$ cat config.mk
export PLATFORM = sky130hd
export DESIGN_NAME = dot_sprite_drawer_flat
export DESIGN_NICKNAME = d
export VERILOG_FILES = /design/src/rtl/dot_sprite_drawer_if.sv /design/src/rtl/dot_sprite_drawer.sv /design/src/flat_wrapper.sv
export SDC_FILE = /design/constraint.sdc
export NUM_CORES = 1
export LEC_CHECK = 0
export ABC_CLOCK_PERIOD_IN_PS = 4800
export BUFFER_PORTS_ARGS = -buffer_cell sky130_fd_sc_hd__buf_4
export CAP_MARGIN = 25
export CELL_PAD_IN_SITES_DETAIL_PLACEMENT = 1
export CELL_PAD_IN_SITES_GLOBAL_PLACEMENT = 1
export CORE_ASPECT_RATIO = 2
export CORE_MARGIN = 2
export CORE_UTILIZATION = 48
export DETAILED_ROUTE_END_ITERATION = 12
export MAX_ROUTING_LAYER = met4
export PLACE_DENSITY_LB_ADDON = 0.25
export SYNTH_ARGS = -nofsm -noshare
export SYNTH_HDL_FRONTEND = slang
export SYNTH_SLANG_ARGS = --single-unit
$ cat constraint.sdc
create_clock -name clk -period 4.8 [get_ports clk]
set_input_delay 1.44 -clock clk [delete_from_list [all_inputs] [get_ports clk]]
set_output_delay 1.44 -clock clk [all_outputs]
set_load 0.005 [all_outputs]
$ cat src/rtl/dot_sprite_drawer_if.sv
// Bundle between the note-dot drawer and its neighbours: scheduler position offer, video pixel stream, dot ROM, mixer output.
// Latency: none, wires only.
// Backpressure: only the position offer is flow-controlled (pos_valid/pos_ready); the pixel stream and ROM are never stalled.
//
// Signals:
//   pos_valid/pos_ready/pos_x/pos_y/pos_visible : position offer from the note scheduler
//   frame_start                                 : 1-cycle pulse before the first pixel of a frame
//   pix_valid/pix_x/pix_y                       : scanned pixel from the video timing stage
//   rom_addr/rom_data                           : row address to, and row bits from, the 8x8 dot ROM
//   dot_valid/dot_on                            : per-pixel result to the colour mixer
// master = scheduler/video/ROM/mixer side, slave = dot_sprite_drawer.
interface dot_sprite_drawer_if #(
  parameter int DOT_WIDTH  = 8,
  parameter int DOT_HEIGHT = 8,
  parameter int X_WIDTH    = 11,
  parameter int Y_WIDTH    = 10
);
  localparam int RW = $clog2(DOT_HEIGHT);

  logic                 pos_valid;
  logic                 pos_ready;
  logic [X_WIDTH-1:0]   pos_x;
  logic [Y_WIDTH-1:0]   pos_y;
  logic                 pos_visible;
  logic                 frame_start;
  logic                 pix_valid;
  logic [X_WIDTH-1:0]   pix_x;
  logic [Y_WIDTH-1:0]   pix_y;
  logic [RW-1:0]        rom_addr;
  logic [DOT_WIDTH-1:0] rom_data;
  logic                 dot_valid;
  logic                 dot_on;

  modport master (
    output pos_valid, pos_x, pos_y, pos_visible, frame_start,
    output pix_valid, pix_x, pix_y, rom_data,
    input  pos_ready, rom_addr, dot_valid, dot_on
  );

  modport slave (
    input  pos_valid, pos_x, pos_y, pos_visible, frame_start,
    input  pix_valid, pix_x, pix_y, rom_data,
    output pos_ready, rom_addr, dot_valid, dot_on
  );
endinterface

$ cat src/rtl/dot_sprite_drawer.sv
// Maps each scanned pixel onto the active note dot, fetches the dot ROM row and emits a per-pixel dot_on flag.
// Latency: fixed 2 cycles from pix_valid to dot_valid, one pixel per cycle.
// Backpressure: pos_ready drops while a position is pending commit; the pixel path is never stalled.
//
// Ports: clk (rising edge), reset (async, active-high), bus (dot_sprite_drawer_if.slave) carrying the
// position offer, frame_start, pixel stream, ROM address/data and dot_valid/dot_on.
module dot_sprite_drawer #(
  parameter int DOT_WIDTH  = 8,
  parameter int DOT_HEIGHT = 8,
  parameter int X_WIDTH    = 11,
  parameter int Y_WIDTH    = 10
) (
  input  logic                 clk,
  input  logic                 reset,
  dot_sprite_drawer_if.slave   bus
);
  localparam int CW = $clog2(DOT_WIDTH);
  localparam int RW = $clog2(DOT_HEIGHT);

  // Double buffer: scheduler writes pending, frame_start moves it to active.
  logic               pend_full;
  logic [X_WIDTH-1:0] pend_x;
  logic [Y_WIDTH-1:0] pend_y;
  logic               pend_vis;
  logic [X_WIDTH-1:0] act_x;
  logic [Y_WIDTH-1:0] act_y;
  logic               act_vis;

  logic accept;
  logic commit;

  assign bus.pos_ready = ~pend_full;
  assign accept        = bus.pos_valid & ~pend_full;
  // accept needs an empty buffer and commit a full one, so they never collide;
  // an offer landing on a frame_start waits for the next frame.
  assign commit        = bus.frame_start & pend_full;

  always_ff @(posedge clk or posedge reset) begin
    if (reset) begin
      pend_full <= 1'b0;
      pend_x    <= '0;
      pend_y    <= '0;
      pend_vis  <= 1'b0;
      act_x     <= '0;
      act_y     <= '0;
      act_vis   <= 1'b0;
    end else if (accept) begin
      pend_x    <= bus.pos_x;
      pend_y    <= bus.pos_y;
      pend_vis  <= bus.pos_visible;
      pend_full <= 1'b1;
    end else if (commit) begin
      act_x     <= pend_x;
      act_y     <= pend_y;
      act_vis   <= pend_vis;
      pend_full <= 1'b0;
    end
  end

  // Window bounds carry one extra bit so a dot near the right/bottom edge does not wrap to column/row 0.
  logic [X_WIDTH:0] x_end;
  logic [Y_WIDTH:0] y_end;
  logic             hit;
  logic [CW-1:0]    col_d;
  logic [RW-1:0]    row_d;

  assign x_end = {1'b0, act_x} + (X_WIDTH+1)'(DOT_WIDTH);
  assign y_end = {1'b0, act_y} + (Y_WIDTH+1)'(DOT_HEIGHT);
  assign hit   = act_vis
               & (bus.pix_x >= act_x) & ({1'b0, bus.pix_x} < x_end)
               & (bus.pix_y >= act_y) & ({1'b0, bus.pix_y} < y_end);
  // Only the low bits of the offset are needed inside the window.
  assign col_d = CW'(bus.pix_x) - CW'(act_x);
  assign row_d = RW'(bus.pix_y) - RW'(act_y);

  logic          v1;
  logic          hit1;
  logic [CW-1:0] col1;
  logic [RW-1:0] rom_addr_q;
  logic          dot_valid_q;
  logic          dot_on_q;

  always_ff @(posedge clk or posedge reset) begin
    if (reset) begin
      v1          <= 1'b0;
      hit1        <= 1'b0;
      col1        <= '0;
      rom_addr_q  <= '0;
      dot_valid_q <= 1'b0;
      dot_on_q    <= 1'b0;
    end else begin
      // Stage 1: address the ROM row; the address holds on misses to avoid needless toggling.
      v1   <= bus.pix_valid;
      hit1 <= hit;
      col1 <= col_d;
      if (bus.pix_valid && hit) begin
        rom_addr_q <= row_d;
      end
      // Stage 2: rom_data now reflects rom_addr_q; MSB is the leftmost column.
      dot_valid_q <= v1;
      dot_on_q    <= v1 & hit1 & bus.rom_data[CW'(DOT_WIDTH-1) - col1];
    end
  end

  assign bus.rom_addr  = rom_addr_q;
  assign bus.dot_valid = dot_valid_q;
  assign bus.dot_on    = dot_on_q;
endmodule

$ cat src/flat_wrapper.sv
// flat-port wrapper written by rule: the top's interface ports become plain ports
module dot_sprite_drawer_flat 
#(
  parameter int DOT_WIDTH  = 8,
  parameter int DOT_HEIGHT = 8,
  parameter int X_WIDTH    = 11,
  parameter int Y_WIDTH    = 10
)
  (clk, reset, bus_pos_valid, bus_pos_x, bus_pos_y, bus_pos_visible, bus_frame_start, bus_pix_valid, bus_pix_x, bus_pix_y, bus_rom_data, bus_pos_ready, bus_rom_addr, bus_dot_valid, bus_dot_on);
  dot_sprite_drawer_if #(.DOT_WIDTH(DOT_WIDTH), .DOT_HEIGHT(DOT_HEIGHT), .X_WIDTH(X_WIDTH), .Y_WIDTH(Y_WIDTH)) bus_i ();
  input  logic clk;
  input  logic reset;
  input wire logic [$bits(bus_i.pos_valid)-1:0] bus_pos_valid;
  input wire logic [$bits(bus_i.pos_x)-1:0] bus_pos_x;
  input wire logic [$bits(bus_i.pos_y)-1:0] bus_pos_y;
  input wire logic [$bits(bus_i.pos_visible)-1:0] bus_pos_visible;
  input wire logic [$bits(bus_i.frame_start)-1:0] bus_frame_start;
  input wire logic [$bits(bus_i.pix_valid)-1:0] bus_pix_valid;
  input wire logic [$bits(bus_i.pix_x)-1:0] bus_pix_x;
  input wire logic [$bits(bus_i.pix_y)-1:0] bus_pix_y;
  input wire logic [$bits(bus_i.rom_data)-1:0] bus_rom_data;
  output wire logic [$bits(bus_i.pos_ready)-1:0] bus_pos_ready;
  output wire logic [$bits(bus_i.rom_addr)-1:0] bus_rom_addr;
  output wire logic [$bits(bus_i.dot_valid)-1:0] bus_dot_valid;
  output wire logic [$bits(bus_i.dot_on)-1:0] bus_dot_on;
  assign bus_i.pos_valid = bus_pos_valid;
  assign bus_i.pos_x = bus_pos_x;
  assign bus_i.pos_y = bus_pos_y;
  assign bus_i.pos_visible = bus_pos_visible;
  assign bus_i.frame_start = bus_frame_start;
  assign bus_i.pix_valid = bus_pix_valid;
  assign bus_i.pix_x = bus_pix_x;
  assign bus_i.pix_y = bus_pix_y;
  assign bus_i.rom_data = bus_rom_data;
  assign bus_pos_ready = bus_i.pos_ready;
  assign bus_rom_addr = bus_i.rom_addr;
  assign bus_dot_valid = bus_i.dot_valid;
  assign bus_dot_on = bus_i.dot_on;
  dot_sprite_drawer #(.DOT_WIDTH(DOT_WIDTH), .DOT_HEIGHT(DOT_HEIGHT), .X_WIDTH(X_WIDTH), .Y_WIDTH(Y_WIDTH)) u_core (.clk(clk), .reset(reset), .bus(bus_i));
endmodule
==> flow_summary.toml <==
[synth]
syn_area_per_cell_um2 = 12.1
syn_area_um2 = 3220
syn-instance-count = 267
synth_fp_nets = 363
yosysSeqAreaShare_pct = 42.8
synth.area.top_cells = "dfrtp_1 (43%), mux2_2 (15%), ha_1 (15%), inv_1 (3.6%), xnor2_1 (3.3%)"
synth_top_area_cell = "dfrtp_1"
ys_top_cells_by_count = "dfrtp_1 (55), mux2_2 (44), ha_1 (38)"
ys_types = 41
yosysMostFrequentCell = "dfrtp_1"
synth_top_area_share_pct = 42.8
synthArstFlopShare_pct = 100
ys.flop_type = "dfrtp_1"
synth_edf_count = 0
yosysWarnings = 0
ys_ff_latch = 55

[clock_network]
tritoncts = "done"
postCtsSetupBuffers = 0
cts_buffer_depth = 2
cts_resized = 0
h-tree-depth = 2
clock_latency_ps = 290
cts_root_buf = "clkbuf_16"
hold_buffers = 0
clkTransAtPathRegs_ps = 70
cts.sinks = 55
numCtsBuffers = 5

[route]
wl_per_cell_um = 17.8
wl_um = 7520
avgViaCountPerCell = 5.38
drt_iter0_markers = 43
antenna_left = 0
drc = 0
dr.pass1.iters = 4
vias = 2277

[layout]
syn2layout_area_growth_pct = 24.5
final_nets = 430
multi_input_area_um2 = 1710
layout-drive-gt1-share_pct = 37.3
n_antenna_cell = 0
seq_area_um2 = 1380
fin_cells = 423
nFillCells = 680

[placed_design]
place_congestion = 0.909
dp_cells = 415
numPortBuffers = 61
place_hpwl_um = 6050

[sta]
timing.final.crit_share_pct = 73.4
rsz0062_at_grt = "false"
slew_headroom_pct = 55.0
post-route-min-period_ps = 3520
slew_violations = 0
skew_ps = 6.67
hold_viol = 0
report.final.setup_viol = 0
clock.fmax_ghz = 0.284
worst_pin_slew_ps = 658
setup_tns_ps = 0

[floorplan]
chipHeight_um = 120
die_width_um = 61.9
start_util_pct = 49.0
core_area_um2 = 6570
ios = 62
rows = 42
die_area_um2 = 7410

[worst_setup_path]
setup.worst_path.end_class = "flop"
critPathKind = "input port to flop"
r2r_setup_slack_ps = 1950
crit_required_ps = 4980
worstReg2RegStart = "u_core.act_y[3]"
reg2reg_to = "u_core.bus.rom_addr[2]"
path_max_fanout = 3
critPathLaunchType = "input port"
worstPathArrival_ps = 3700
rr_worst_depth = 10

[global_route]
grt_pass1_wl_um = 12400
grt.total_usage_pct = 23.6
antenna_found_initial = 0
grt_max_degree = 33
grt_overflow = 0
grt_pass1_vias = 2605

[power_and_ir_drop]
total_power_mw = 2.08
p_leak_nw = 1.96
peakVddDrop_uv = 362
powerDensity_nw_per_um2 = 519

[job]
maxCapViolations = 0

[outcome]
status = "complete, no violations"

[min_path]
min_to = "u_core.bus.dot_valid"
min_path_cells = 0
hold_start = "u_core.v1"
hp-class = "flop to flop"
==> how the worst max path moves through the flow <==
stage / from / endpoint / slack, ps / cells after the start
after floorplan: bus_pix_y[0] / u_core.bus.rom_addr[2] / 1370 / 9
after global routing: bus_pix_y[0] / u_core.bus.rom_addr[2] / 1070 / 10
after global placement: bus_pix_y[0] / u_core.bus.rom_addr[2] / 1170 / 10
after CTS: bus_pix_y[0] / u_core.bus.rom_addr[2] / 1280 / 10
after detailed placement: bus_pix_y[0] / u_core.bus.rom_addr[2] / 1040 / 10
final: bus_pix_y[0] / u_core.bus.rom_addr[2] / 1280 / 10
==> critical path, stage by stage <==
cell and delay (ps):
buf_4 80, inv_1 40, ha_1 200, fa_1 400, a21boi_0 150, o211ai_1 170, o2111ai_1 140, a221oi_1 450
nand4b_2 270, mux2_4 360
==> cell usage in the layout, fill, tap and decap left out, types with 5 or more instances in the layout <==
cell        n
xnor2_1    12
nand2_1    10
mux2_2     44
nand3_1    10
inv_1      30
a21oi_1     8
o21ai_0     5
dfrtp_1    55
clkbuf_16   5
ha_1       38
buf_4      63
==> through the flow <==
stage / instance area (µm²) / utilization, % / hold slack (ps) / setup WS [ps]
2_1_floorplan: 3220 / - / 354 / 1370
3_3_place_gp: 3790 / 57.7 / 372 / 1170
3_5_place_dp: 3820 / 58.1 / 377 / 1040
4_1_cts: 4010 / 61.0 / 395 / 1280
5_1_grt: 4010 / 61.0 / 400 / 1070
6_report: 4010 / 61.0 / 388 / 1280
==> layer usage <==
layer | routed length, µm | global-route usage (%) | vias to the layer above
met3 | 149 | 2.80 | 10
met2 | 4790 | 44.6 | 39
met5 | 0 | - | -
met1 | 2440 | 23.0 | 1149
li1 | - | - | 1079
met4 | 149 | 7.98 | 0
==> where the power goes <==
| part | total [mW] | switching, mW | internal [mW] |
|---|---|---|---|
| clock | 0.458 | 0.158 | 0.299 |
| sequential | 0.758 | 0.138 | 0.620 |
| combinational | 0.864 | 0.411 | 0.453 |
==> kinds of logic (layout without fill, tap and decap cells) <==
group           count (synthesis)  count (layout)  share of synthesized area, %
compound gates                 32              32                          6.80
xor+xnor                       13              13                          3.54
flops                          55              55                          42.8
simple gates                   42              42                          8.59
fa+ha+maj                      40              40                          16.0
mux                            50              50                          18.2
buf+inv                        35             103                          4.08
==> registers in the layout (all words and copies together), names as in the netlist <==
register / flops
u_core.v1: 1
u_core.pend_full: 1
u_core.pend_vis: 1
u_core.bus.dot_on: 1
u_core.pend_y: 10
u_core.bus.rom_addr: 3
u_core.pend_x: 11
u_core.act_x: 11
u_core.act_y: 10
u_core.hit1: 1
u_core.bus.dot_valid: 1
u_core.act_vis: 1
u_core.col1: 3
==> final cells by class <==
type / instances / share of cell area (%)
Sequential cell: 55 / 34.4
Multi-Input combinational cell: 177 / 42.8
Inverter: 31 / 2.91
Clock inverter: 2 / 1.50
Timing Repair Buffer: 64 / 12.5
Clock buffer: 6 / 3.22
Tap cell: 88 / 2.75
Power figures use the tool's default switching activity.
